==> src/rtl/multicycle_controller.sv <==
// Multicycle instruction sequencer: fetches over a req/ack port, decodes a
// 4-bit opcode and steps through per-instruction register-file/memory cycles.
module multicycle_controller #(
    parameter int I_ADDR_W = 7,
    parameter int R_ADDR_W = 4,
    parameter int D_ADDR_W = 8,
    parameter int IR_W     = 16
) (
    input  logic                Clk,
    input  logic                Reset,
    output logic                IM_req,
    output logic [I_ADDR_W-1:0] IM_addr,
    input  logic                IM_ack,
    input  logic [IR_W-1:0]     IM_data,
    output logic [D_ADDR_W-1:0] D_addr,
    output logic                D_wr,
    output logic                RF_s,
    output logic                RF_W_en,
    output logic [R_ADDR_W-1:0] RF_W_addr,
    output logic [R_ADDR_W-1:0] RF_A_addr,
    output logic [R_ADDR_W-1:0] RF_B_addr,
    output logic [3:0]          ALU_sel,
    output logic [IR_W-1:0]     IR_Out,
    output logic [I_ADDR_W-1:0] PC_Out,
    output logic [3:0]          State,
    output logic [3:0]          NextState,
    output logic                Halted,
    output logic                Illegal
);

    if (IR_W != 4 + 3 * R_ADDR_W || D_ADDR_W != 2 * R_ADDR_W) begin : g_bad_params
        $error("multicycle_controller: need IR_W == 4+3*R_ADDR_W and D_ADDR_W == 2*R_ADDR_W");
    end

    localparam int R = R_ADDR_W;
    localparam logic [I_ADDR_W-1:0] PC_ONE = 1;

    typedef enum logic [3:0] {
        S_INIT   = 4'd0,
        S_FETCH  = 4'd1,
        S_DECODE = 4'd2,
        S_NOOP   = 4'd3,
        S_LOAD_A = 4'd4,
        S_LOAD_B = 4'd5,
        S_STORE  = 4'd6,
        S_ALU    = 4'd7,
        S_HALT   = 4'd8
    } state_t;

    localparam logic [3:0] OP_NOOP  = 4'd0;
    localparam logic [3:0] OP_STORE = 4'd1;
    localparam logic [3:0] OP_LOAD  = 4'd2;
    localparam logic [3:0] OP_ADD   = 4'd3;
    localparam logic [3:0] OP_SUB   = 4'd4;
    localparam logic [3:0] OP_HALT  = 4'd5;

    state_t              state_q, state_d;
    logic [I_ADDR_W-1:0] pc_q, pc_d;
    logic [IR_W-1:0]     ir_q, ir_d;
    logic                illegal_q, illegal_d;

    logic [3:0]          opcode;
    logic [R-1:0]        fld_hi, fld_mid, fld_lo;
    logic [D_ADDR_W-1:0] store_daddr, load_daddr;

    assign opcode      = ir_q[IR_W-1 -: 4];
    assign fld_hi      = ir_q[3*R-1:2*R];
    assign fld_mid     = ir_q[2*R-1:R];
    assign fld_lo      = ir_q[R-1:0];
    assign store_daddr = ir_q[2*R-1:0];
    assign load_daddr  = ir_q[3*R-1:R];

    always_ff @(posedge Clk or posedge Reset) begin
        if (Reset) begin
            state_q   <= S_INIT;
            pc_q      <= '0;
            ir_q      <= '0;
            illegal_q <= 1'b0;
        end else begin
            state_q   <= state_d;
            pc_q      <= pc_d;
            ir_q      <= ir_d;
            illegal_q <= illegal_d;
        end
    end

    always_comb begin
        state_d   = S_INIT;
        pc_d      = pc_q;
        ir_d      = ir_q;
        illegal_d = illegal_q;
        IM_req    = 1'b0;
        IM_addr   = '0;
        D_addr    = '0;
        D_wr      = 1'b0;
        RF_s      = 1'b0;
        RF_W_en   = 1'b0;
        RF_W_addr = '0;
        RF_A_addr = '0;
        RF_B_addr = '0;
        ALU_sel   = 4'd0;
        case (state_q)
            S_INIT: state_d = S_FETCH;
            S_FETCH: begin
                // Request and address stay put until the memory acknowledges.
                IM_req  = 1'b1;
                IM_addr = pc_q;
                state_d = S_FETCH;
                if (IM_ack) begin
                    ir_d    = IM_data;
                    pc_d    = pc_q + PC_ONE;
                    state_d = S_DECODE;
                end
            end
            S_DECODE: begin
                case (opcode)
                    OP_NOOP:        state_d = S_NOOP;
                    OP_STORE:       state_d = S_STORE;
                    OP_LOAD:        state_d = S_LOAD_A;
                    OP_ADD, OP_SUB: state_d = S_ALU;
                    OP_HALT:        state_d = S_HALT;
                    default: begin
                        state_d   = S_NOOP;
                        illegal_d = 1'b1;
                    end
                endcase
            end
            S_NOOP: state_d = S_FETCH;
            S_LOAD_A, S_LOAD_B: begin
                // Memory data is given a full cycle to settle before the write.
                D_addr    = load_daddr;
                RF_s      = 1'b1;
                RF_W_addr = fld_lo;
                RF_W_en   = (state_q == S_LOAD_B);
                state_d   = (state_q == S_LOAD_A) ? S_LOAD_B : S_FETCH;
            end
            S_STORE: begin
                D_addr    = store_daddr;
                RF_A_addr = fld_hi;
                D_wr      = 1'b1;
                state_d   = S_FETCH;
            end
            S_ALU: begin
                RF_A_addr = fld_hi;
                RF_B_addr = fld_mid;
                RF_W_addr = fld_lo;
                RF_W_en   = 1'b1;
                ALU_sel   = (opcode == OP_SUB) ? 4'd2 : 4'd1;
                state_d   = S_FETCH;
            end
            S_HALT: state_d = S_HALT;
            default: state_d = S_INIT;
        endcase
    end

    assign IR_Out    = ir_q;
    assign PC_Out    = pc_q;
    assign State     = state_q;
    assign NextState = state_d;
    assign Halted    = (state_q == S_HALT);
    assign Illegal   = illegal_q;

endmodule

==> config.mk <==
export PLATFORM = sky130hd
export DESIGN_NAME = multicycle_controller
export DESIGN_NICKNAME = d
export VERILOG_FILES = /design/src/rtl/multicycle_controller.sv
export SDC_FILE = /design/constraint.sdc
export NUM_CORES = 1
export LEC_CHECK = 0
export BUFFER_PORTS_ARGS = -buffer_cell sky130_fd_sc_hd__buf_2
export CORE_ASPECT_RATIO = 1.4
export CORE_UTILIZATION = 43
export DETAILED_ROUTE_END_ITERATION = 6
export GPL_TIMING_DRIVEN = 1
export PLACE_DENSITY_LB_ADDON = 0.12
export SETUP_SLACK_MARGIN = 0.5
export SLEW_MARGIN = 10
export SYNTH_ARGS = -nofsm -noshare
export SYNTH_HDL_FRONTEND = slang
export SYNTH_SLANG_ARGS = --single-unit
==> constraint.sdc <==
create_clock -name Clk -period 2 [get_ports Clk]
set_input_delay 0.1 -clock Clk [delete_from_list [all_inputs] [get_ports Clk]]
set_output_delay 0.1 -clock Clk [all_outputs]
set_load 0.1 [all_outputs]
==> run metrics, run 1 <==
outcome stopped before the end; Failed at clock tree synthesis; error msg [ERROR DPL-0038] Utilization greater than 100%, impossible to legalize; placed cell area 0.00268 mm²; cell taking the most area after synthesis dfrtp_1; cts bufs inserted 3; clk root buf clkbuf_8; register area share after synthesis 0.468; Distinct cells, synth 39; area of the mapped netlist 0.00150 mm²; FP Rows 25; Synth top area share 0.468; num ports 87; yosys warns 0; synthesized flop and latch total 28; Mapped Avg Cell Area 11.7 µm²; CTS H-tree depth 1; Post-CTS Setup Repair Bufs 26; Clock Path Buffers 2; hold_buf cts 1; PortBufs 84; die height 71.8 µm; global placement routability congestion 0.836; overall die width 51.9 µm; pre-CTS WS 0.127 ns; HPWL Detailed 3.60 mm; Starting Density 0.447; cells after synthesis 128; Post-CTS Resized 85; clk sink count 28; Area contributors post-synth dfrtp_1, mux2_4, mux2_2
[logic make-up after synthesis]
family                     Yosys count  share of synthesized area
AOI/OAI and AO/OA                   17                     0.0869
xor gates and xnor gates             6                     0.0351
adders and majority gates            1                    0.00835
buffers and inverters                7                     0.0292
DFF                                 28                      0.468
muxes                               17                      0.148
other                                1                    0.00250
and+or+nand+nor                     51                      0.222
[synthesized netlist by cell type]
cell type	number
buf_6	1
o21ai_0	2
mux2_4	8
a2111oi_0	1
a21oi_1	2
nor3_1	3
clkbuf_1	1
xor2_1	2
or4b_2	1
inv_1	1
nor4b_1	1
clkinv_2	1
nor4bb_1	1
nand3_1	2
mux2_2	9
o21bai_1	2
nor2_1	4
conb_1	1
and2_1	12
a22o_1	8
or3b_2	2
buf_4	2
nand3b_1	1
nand2b_1	3
buf_2	1
and4_1	1
xnor2_1	4
dfrtp_1	28
nand2_4	1
or3_1	2
o21a_1	1
ha_1	1
nand4_1	2
nor2b_1	2
or4b_4	1
and3_1	10
nor3b_1	1
a41oi_1	1
nand2_1	1
[metrics by stage]
| step | util | instances | TNS (ns) | hold WS (ns) |
|---|---|---|---|---|
| 2_1_floorplan | - | 129 | -2.70 | 0.165 |
| 3_3_place_gp | 0.801 | 255 | 0 | 0.291 |
| 3_5_place_dp | 0.801 | 255 | 0 | 0.307 |
==> inputs of run 2 (changes only) <==
--- a/config.mk
+++ b/config.mk
@@ -6,12 +6,10 @@
 export NUM_CORES = 1
 export LEC_CHECK = 0
 export BUFFER_PORTS_ARGS = -buffer_cell sky130_fd_sc_hd__buf_2
-export CORE_ASPECT_RATIO = 1.4
-export CORE_UTILIZATION = 43
+export CORE_UTILIZATION = 38
 export DETAILED_ROUTE_END_ITERATION = 6
 export GPL_TIMING_DRIVEN = 1
-export PLACE_DENSITY_LB_ADDON = 0.12
-export SETUP_SLACK_MARGIN = 0.5
+export PLACE_DENSITY_LB_ADDON = 0.15
 export SLEW_MARGIN = 10
 export SYNTH_ARGS = -nofsm -noshare
 export SYNTH_HDL_FRONTEND = slang
==> run 2 against run 1 <==
  * The flow now finishes, with violations (negative setup slack)
  * Synthesized cell count is the same
  * Synthesized area unchanged
==> run metrics, run 2 <==
die height 64.8 µm; largest net degree at the start of global routing 29; global placement routability congestion 0.794; nets 259; max-cap check violation count 0; kind of critical path flop to output port; routed vias/inst 5.15; FP Rows 22; Initial DRC Count 35; GRT Total Usage 0.227; commonest non-fill, non-tap cell in the layout buf_2; Mapped Avg Cell Area 11.7 µm²; complex-gate fraction of the synthesized area 0.0869; Antenna Violating Nets Remaining 0; HPWL Detailed 3.27 mm; main combinational cell family by area after synthesis simple AND/OR/NAND/NOR gates; async set-reset flop share out of synthesis 1.00; residual DRC count 0; initial antenna violation count 0; Worst Skew 0.00807 ns; total gr overflow 0; PortBufs 84; Worst Hold Depth 2; CTS clk-pin slew, worst paths 0.10 ns; Crit path required time 1.90 ns; share of layout cells above drive strength 1 0.744; drt total wl 4.64 mm; failing checks negative setup slack; Area growth syn-to-layout 94.2%; clk sink count 28; Hold WS 0.0531 ns; EDFF count, synth 0; total die area 0.00420 mm²; Starting Density 0.403; register area share after synthesis 0.468; placed cell area 0.00261 mm²; yosys warns 0; Area contributors post-synth dfrtp_1, mux2_4, mux2_2; Vias 1472; post-synthesis mux area share 0.148; Synth top area share 0.468; CTS tree done; reg2reg setup slack 0.05 ns; Clock Path Buffers 2; Avg WL per Cell 16.2 µm; Synth Flop Type dfrtp_1; global-route wire length before repair 7.35 mm; area of the mapped netlist 0.00150 mm²; PnR worst setup slack -0.0302 ns; outcome complete, but fails checks; setup violators final 1; Simple-Gate Fraction of Synth Area 0.222; cell taking the most area after synthesis dfrtp_1; Slew Viols, Final 0; synthesized flop and latch total 28; Crit path arrival time 1.93 ns; most frequent cell after synthesis dfrtp_1; fin area 0.00291 mm²; Worst-Margin Slew 0.545 ns; vias in the first global route 1488; startpoint types flop; cts bufs inserted 3; core footprint 0.00372 mm²; cells after synthesis 128; Worst slew margin 0.632; max reg flops 16; area share of fa/ha/maj cells after synthesis 0.00835; CTS H-tree depth 1; num ports 87; Synth Area in XOR/XNOR 0.0351; RSZ-0062 raised after global routing yes; top cells by count, synth dfrtp_1, and2_1, and3_1; crit path max fanout 8; final period utilization 1.02; Distinct cells, synth 39; most frequent cells in the layout buf_2, buf_12, buf_4; Pre-Repair DR Iteration Count 4; Fin. Hold Viols 0; R2R cell count 6; Skew-Pair Late Insertion Delay 0.27 ns; Min Clock Period, post-route 2.03 ns; clk root buf clkbuf_8; # diodes 0; Fmax 0.493 GHz; overall die width 64.8 µm; Crit. End Element output port; Hold/Removal Path Class input port to flop
## run 2: cell counts after synthesis
Identical to the previous run, type by type.
## run 2: layout make-up
type,instances,area (µm²)
inverter,2,12.5
multi-input combinational,94,1000
sequential,28,728
tap,48,60.1
clock buffer,4,45.0
timing repair buffer,110,1060
fill,237,808
## run 2: critical path, cell delays in order (launching register included)
cell,delay [ns]
dfrtp_4,0.52
or3b_4,0.41
a2111oi_4,0.44
nor3_4,0.10
buf_12,0.19
## run 2: timing repair
action / in CTS / in global routing
cloned: 0 / 1
pin swaps: 3 / 5
gates resized for setup: 11 / 8
setup endpoints to repair: 12 / 13
hold endpoints to repair: 28 / 0
hold buffers: 1 / 0
setup buffers: 12 / 4
## run 2: through the flow
| step | setup TNS, ns | worst slack (ns) | util | cells |
|---|---|---|---|---|
| global placement | 0 | 0.130 | 0.703 | 264 |
| CTS | -0.0558 | -0.0558 | 0.760 | 281 |
| global route | -0.123 | -0.0807 | 0.782 | 286 |
| detailed placement | 0 | 0.108 | 0.703 | 264 |
| floorplan | -2.38 | -0.593 | - | 129 |
| finish | -0.0302 | -0.0302 | 0.782 | 286 |
## run 2: cells by family (layout without fill, tap and decap cells)
family | after synthesis | after routing
simple gates | 51 | 51
flops | 28 | 28
compound gates | 17 | 17
mux | 17 | 17
buf+inv | 7 | 116
xor+xnor | 6 | 6
fa+ha+maj | 1 | 1
other cells | 1 | 2
## run 2: layer usage
metal	wire length (µm)	vias up	global-route usage
met5	0	-	0
met4	109	0	0.0944
met3	300	12	0.0440
met2	2350	71	0.387
met1	1880	705	0.278
li1	-	684	-
## run 2: worst paths after layout
kind,startpoint,to
worst min register to register,Illegal$_DFFE_PP0P_,Illegal$_DFFE_PP0P_
worst min-delay path,IM_data[1],IR_Out[1]$_DFFE_PP0P_
worst max register to register,State[1]$_DFF_PP0_,IR_Out[7]$_DFFE_PP0P_
min in group asynchronous,Reset,IR_Out[3]$_DFFE_PP0P_
worst max-delay path,IR_Out[14]$_DFFE_PP0P_,NextState[0]
max in group asynchronous,Reset,IR_Out[12]$_DFFE_PP0P_
Power of run 2 is not shown: default switching activity piles up to over one toggle a cycle in this logic, so the estimate is an artifact.
